## src/rtl/membrane_pkg.sv

```systemverilog
// Shared constants for the membrane keyboard scanner: matrix geometry and scan states.
package membrane_pkg;

    localparam int NUM_ROWS = 8;
    localparam int NUM_COLS = 7;
    localparam int ZX_COLS  = 5;
    localparam int NUM_KEYS = NUM_ROWS * NUM_COLS;

    typedef logic [1:0] scan_state_t;

    localparam scan_state_t ST_WAIT    = 2'd0;
    localparam scan_state_t ST_SETTLE  = 2'd1;
    localparam scan_state_t ST_SAMPLE  = 2'd2;
    localparam scan_state_t ST_ADVANCE = 2'd3;

    function automatic logic [NUM_ROWS-1:0] row_onehot(input logic [2:0] row);
        return NUM_ROWS'(1) << row;
    endfunction

endpackage

```

## src/rtl/key_debounce.sv

```systemverilog
// One key's debounce: a 2-bit agreement counter plus the debounced state bit.
module key_debounce #(
    parameter int DEBOUNCE_SCANS = 3
) (
    input  logic sysclk,
    input  logic reset,
    input  logic sample_en,
    input  logic raw,
    output logic state,
    output logic flip
);

    localparam logic [1:0] CNT_LAST = 2'(DEBOUNCE_SCANS - 1);

    logic [1:0] cnt_q, cnt_d;
    logic       state_q, state_d;

    always_comb begin
        cnt_d   = cnt_q;
        state_d = state_q;
        flip    = 1'b0;
        if (sample_en) begin
            if (raw == state_q) begin
                cnt_d = 2'd0;
            end else if (cnt_q == CNT_LAST) begin
                state_d = ~state_q;
                cnt_d   = 2'd0;
                flip    = 1'b1;
            end else begin
                cnt_d = cnt_q + 2'd1;
            end
        end
    end

    always_ff @(posedge sysclk) begin
        if (reset) begin
            cnt_q   <= 2'd0;
            state_q <= 1'b0;
        end else begin
            cnt_q   <= cnt_d;
            state_q <= state_d;
        end
    end

    assign state = state_q;

endmodule

```

## src/rtl/membrane_scanner.sv

```systemverilog
// Membrane keyboard scanner: row sequencing, column sampling, per-key debounce
// and the registered port 0xFE read mux.
//
// state      | meaning
// WAIT       | all rows released for one slot after reset
// SETTLE     | one row driven, columns settling (ROW_TICKS-2 cycles)
// SAMPLE     | row still driven, synchronized columns captured into debounce
// ADVANCE    | no row driven (break-before-make), row index steps
module membrane_scanner
    import membrane_pkg::*;
#(
    parameter int ROW_TICKS      = 512,
    parameter int DEBOUNCE_SCANS = 3
) (
    input  logic        sysclk,
    input  logic        reset,
    output logic [7:0]  keyb_row_drive,
    input  logic [6:0]  keyb_col_i,
    input  logic [7:0]  zx_addr_hi,
    output logic [4:0]  zx_cols,
    output logic [1:0]  ext_cols,
    output logic [55:0] key_matrix,
    output logic        frame_done,
    output logic        key_event
);

    localparam int TW = $clog2(ROW_TICKS);
    localparam logic [TW-1:0] WAIT_LOAD   = TW'(ROW_TICKS - 1);
    localparam logic [TW-1:0] SETTLE_LOAD = TW'(ROW_TICKS - 3);

    scan_state_t          state_q, state_d;
    logic [2:0]           row_q, row_d;
    logic [TW-1:0]        timer_q, timer_d;
    logic [NUM_ROWS-1:0]  drive_q, drive_d;
    logic [NUM_COLS-1:0]  col_meta_q, col_meta_d;
    logic [NUM_COLS-1:0]  col_sync_q, col_sync_d;
    logic                 frame_done_q, frame_done_d;
    logic                 key_event_q, key_event_d;
    logic [ZX_COLS-1:0]   zx_cols_q, zx_cols_d;
    logic [NUM_COLS-ZX_COLS-1:0] ext_cols_q, ext_cols_d;

    logic [NUM_KEYS-1:0]  key_state;
    logic [NUM_KEYS-1:0]  key_flip;
    logic [NUM_COLS-1:0]  port_hit;

    assign col_meta_d = keyb_col_i;
    assign col_sync_d = col_meta_q;

    always_comb begin
        state_d      = state_q;
        row_d        = row_q;
        timer_d      = timer_q;
        frame_done_d = 1'b0;
        case (state_q)
            ST_WAIT: begin
                if (timer_q == '0) begin
                    state_d = ST_SETTLE;
                    row_d   = 3'd0;
                    timer_d = SETTLE_LOAD;
                end else begin
                    timer_d = timer_q - 1'b1;
                end
            end
            ST_SETTLE: begin
                if (timer_q == '0) begin
                    state_d = ST_SAMPLE;
                end else begin
                    timer_d = timer_q - 1'b1;
                end
            end
            ST_SAMPLE: begin
                state_d      = ST_ADVANCE;
                frame_done_d = (row_q == 3'd7);
            end
            ST_ADVANCE: begin
                state_d = ST_SETTLE;
                row_d   = row_q + 3'd1;
                timer_d = SETTLE_LOAD;
            end
            default: begin
                state_d = ST_WAIT;
                row_d   = 3'd0;
                timer_d = WAIT_LOAD;
            end
        endcase
        drive_d = (state_d == ST_SETTLE || state_d == ST_SAMPLE) ? row_onehot(row_d) : '0;
    end

    // Each key only listens during the SAMPLE cycle of its own row.
    for (genvar r = 0; r < NUM_ROWS; r++) begin : g_row
        for (genvar c = 0; c < NUM_COLS; c++) begin : g_col
            key_debounce #(
                .DEBOUNCE_SCANS(DEBOUNCE_SCANS)
            ) u_key (
                .sysclk    (sysclk),
                .reset     (reset),
                .sample_en (state_q == ST_SAMPLE && row_q == 3'(r)),
                .raw       (~col_sync_q[c]),
                .state     (key_state[r*NUM_COLS + c]),
                .flip      (key_flip[r*NUM_COLS + c])
            );
        end
    end

    assign key_event_d = |key_flip;

    always_comb begin
        port_hit = '0;
        for (int r = 0; r < NUM_ROWS; r++) begin
            if (!zx_addr_hi[r]) begin
                port_hit = port_hit | key_state[r*NUM_COLS +: NUM_COLS];
            end
        end
        zx_cols_d  = ~port_hit[ZX_COLS-1:0];
        ext_cols_d = ~port_hit[NUM_COLS-1:ZX_COLS];
    end

    always_ff @(posedge sysclk) begin
        if (reset) begin
            state_q      <= ST_WAIT;
            row_q        <= 3'd0;
            timer_q      <= WAIT_LOAD;
            drive_q      <= '0;
            col_meta_q   <= '1;
            col_sync_q   <= '1;
            frame_done_q <= 1'b0;
            key_event_q  <= 1'b0;
            zx_cols_q    <= '1;
            ext_cols_q   <= '1;
        end else begin
            state_q      <= state_d;
            row_q        <= row_d;
            timer_q      <= timer_d;
            drive_q      <= drive_d;
            col_meta_q   <= col_meta_d;
            col_sync_q   <= col_sync_d;
            frame_done_q <= frame_done_d;
            key_event_q  <= key_event_d;
            zx_cols_q    <= zx_cols_d;
            ext_cols_q   <= ext_cols_d;
        end
    end

    assign keyb_row_drive = drive_q;
    assign key_matrix     = key_state;
    assign zx_cols        = zx_cols_q;
    assign ext_cols       = ext_cols_q;
    assign frame_done     = frame_done_q;
    assign key_event      = key_event_q;

endmodule

```

## config.mk

```make
export PLATFORM = sky130hd
export DESIGN_NAME = membrane_scanner
export DESIGN_NICKNAME = d
export VERILOG_FILES = /design/src/rtl/membrane_pkg.sv /design/src/rtl/key_debounce.sv /design/src/rtl/membrane_scanner.sv
export SDC_FILE = /design/constraint.sdc
export NUM_CORES = 1
export LEC_CHECK = 0
export CORE_MARGIN = 1.5
export CORE_UTILIZATION = 55
export DETAILED_ROUTE_END_ITERATION = 8
export MAX_ROUTING_LAYER = met4
export PLACE_DENSITY = 0.73
export SLEW_MARGIN = 20
export SYNTH_ARGS = -nofsm -noshare
export SYNTH_HDL_FRONTEND = slang
export SYNTH_HIERARCHICAL = 1
export SYNTH_SLANG_ARGS = --single-unit
export TNS_END_PERCENT = 30
```

## constraint.sdc

```tcl
create_clock -name sysclk -period 2.55 [get_ports sysclk]
set_clock_uncertainty 0.05 [all_clocks]
set_input_delay 0.255 -clock sysclk [delete_from_list [all_inputs] [get_ports sysclk]]
set_output_delay 0.255 -clock sysclk [all_outputs]
set_load 0.005 [all_outputs]
```

==> run metrics <==
Antenna Diode Count=0; CTS Hold Bufs=0; Residual DRC=0; clk sinks=213; CTS tree=yes; Synth Warn #=6; fin crit period=2440 ps; P_sw=1.53 mW; GR Layer Usage met1=0.363; drt wl/cell=17.2 um; crit path launch type=flop; final wirelength=26300 um; detailed placer's ending HPWL=18200 um; DR iter-0 viols=about 560; share of cells above drive strength 1=0.138; status=finished, final reports clean; Max FO, Critical Path=19; final hold vios=0; first-pass GRT wire length=41200 um; final std cells w/o fill=1530; critical path class=reg2reg; Peak Freq=0.409 GHz; Int Pwr=5.64 mW; Rows=50; port bufs=89; final setup vio count=0; die area=0.0201 sq mm; Routability Congestion=0.842; PwrDens=~550 mW/mm^2; register area share after synthesis=0.403; Hold Path Class=in2reg; Synth Area per Inst=9.40 sq um; routed via count=8828; crit end category=flop; DRT Pass-1 Iters=7; io pins=90; most frequent cells in the layout=212 x dfxtp_1, 130 x inv_1, 113 x nand2b_1; Tcrit/Tclk final=0.959; total grt overflow=0; Top Usage Layer GRT=met2; Post-Synthesis Cells=1126; vias in the first global route=7883; Clk Latency, worst-skew pair=510 ps; Tot GR Track Use=0.265; width of the die=142 um; synthesized area=roughly 0.011 sq mm; nets=1311; met2 usage=0.411; Clock power frac=0.491; Logic pwr share=0.042; met3 usage=0.0368; Final ANT Viol Nets=0; post_cts resized=0; leakage=4.37 nW; starting density of the core=0.564; routed vias/inst=~5.8; Sw Ratio=0.213; fin. max-slew vios=0; Main synth FF type=dfxtp_1; largest net degree at the start of global routing=115; WP data required=2890 ps; number of antenna violations at the first check in global routing=0; Cells after DPL=1491; Least-Margin Pin Slew=between 600 and 700 ps; Max VDD drop=between 0.0004 and 0.0005 V; distinct cell type count after synthesis=47; relative slew slack=0.569; CTS Root Buffer Type=clkbuf_16; critical path arrival=~2800 ps; Async SR Flop Fraction=0; final hold slack=252 ps; RSZ-0062 raised after global routing=no; Syn Nets=1155; DIE HEIGHT=approximately 140 um; CTS buffer count=23; core area=0.0188 sq mm; Area growth, synth to finish=23.7%; EDFF count, synth=0; CTS Buffer Depth=3; total negative slack=0 ps; postcts setup bufs=0; most common cell after layout, fill and taps aside=dfxtp_1; Reg power frac=0.467; CTS clock-pin slew for the worst setup and hold paths=60 ps; MaxCap Viol Count=0; #FFs+latches synth=213; H-tree depth=1
[flip-flops by register name (all words and copies together) (netlist names)]
signal and count:
col_meta_q 7, state_q 2, ext_cols 2, row_q 3
g_row.g_col.u_key/cnt_q 112, timer_q 9, frame_done 1, key_event 1
g_row.g_col.u_key/state 56, zx_cols 5, keyb_row_drive 8, col_sync_q 7
[metrics by stage]
step | total power [mW] | setup WS, ps | utilization | cell area (sq um)
after floorplan | 3.55 | 202 | - | 10600
after global placement | 3.71 | 37.4 | 0.652 | 12200
after detailed placement | 3.72 | 41.7 | 0.652 | 12200
after CTS | 7.22 | 34.8 | 0.694 | 13000
after global routing | 7.38 | 20.1 | 0.697 | 13100
final | 7.16 | 105 | 0.697 | 13100
[kinds of logic (layout without fill, tap and decap cells)]
logic type	count (synthesis)	in the layout	synth area share
xor gates and xnor gates	64	64	0.0537
DFF	213	213	0.403
AOI/OAI and AO/OA	167	167	0.131
and+or+nand+nor	481	481	0.298
muxes	56	56	0.0530
buffers and inverters	133	303	0.0472
adders and majority gates	12	12	0.0142
[worst max-delay path, stage by stage, from the launching register on]
cell and delay, ps:
dfxtp_1 340, ha_1 230, ha_1 180, and2_1 300, buf_12 220, nand3b_1 130
nor2_1 50, nor4_1 260, nand2_1 180, nor4_2 300, nor2_1 60
[final cells by class]
class                   instances  area (sq um)
multi-input cells             780          5870
inverters                     130           488
well taps                     234           293
flip-flops and latches        213          4270
clock buffers                  34           697
fillers                      1456          5680
clock inverters                 5           100
repair buffers                134          1370
[final timing paths]
| check | slack [ps] | to | startpoint | cells past startpoint |
|---|---|---|---|---|
| worst min-delay path | 250 | col_meta_q[1]$_SDFF_PP1_ | keyb_col_i[1] | 2 |
| worst max-delay path | 110 | key_event$_SDFF_PP0_ | row_q[0]$_SDFF_PP0_ | 10 |
| worst min register to register | 360 | col_sync_q[1]$_SDFF_PP1_ | col_meta_q[1]$_SDFF_PP1_ | 1 |
| worst max register to register | 110 | key_event$_SDFF_PP0_ | row_q[0]$_SDFF_PP0_ | 10 |
[power by group through the flow]
stage | logic, mW | registers, mW | clock network (mW)
2_1_floorplan | 0.128 | 3.42 | 0
3_3_place_gp | 0.291 | 3.42 | 0
3_5_place_dp | 0.297 | 3.42 | 0
4_1_cts | 0.297 | 3.35 | 3.57
5_1_grt | 0.324 | 3.35 | 3.71
6_report | 0.300 | 3.35 | 3.52
[layer usage]
| layer | up-vias | part of all wire |
|---|---|---|
| met5 | - | 0 |
| met4 | 0 | 0.022 |
| met3 | 42 | 0.048 |
| met2 | 194 | 0.45 |
| met1 | 4165 | 0.48 |
| li1 | 4427 | - |
[cells in the mapped netlist, drive strengths merged (4+ instances only)]
| master | count | area [sq um] |
|---|---|---|
| nand3 | 5 | 25.0 |
| nor2 | 64 | 248 |
| or4b | 57 | 574 |
| o32ai | 56 | 490 |
| o22ai | 29 | 181 |
| and3 | 4 | 25.0 |
| o41ai | 64 | 561 |
| xor2 | 4 | 42.6 |
| nand2 | 67 | 251 |
| a21oi | 7 | 46.3 |
| inv | 130 | 488 |
| mux2i | 56 | 561 |
| and2 | 7 | 45.1 |
| nor4 | 17 | 106 |
| ha | 12 | 150 |
| or3b | 56 | 490 |
| nand3b | 56 | 420 |
| nor4b | 5 | 50.0 |
| xnor2 | 60 | 526 |
| or2 | 15 | 93.8 |
| nand2b | 113 | 707 |
| dfxtp | 213 | 4260 |
(Power assumes the default switching activity.)
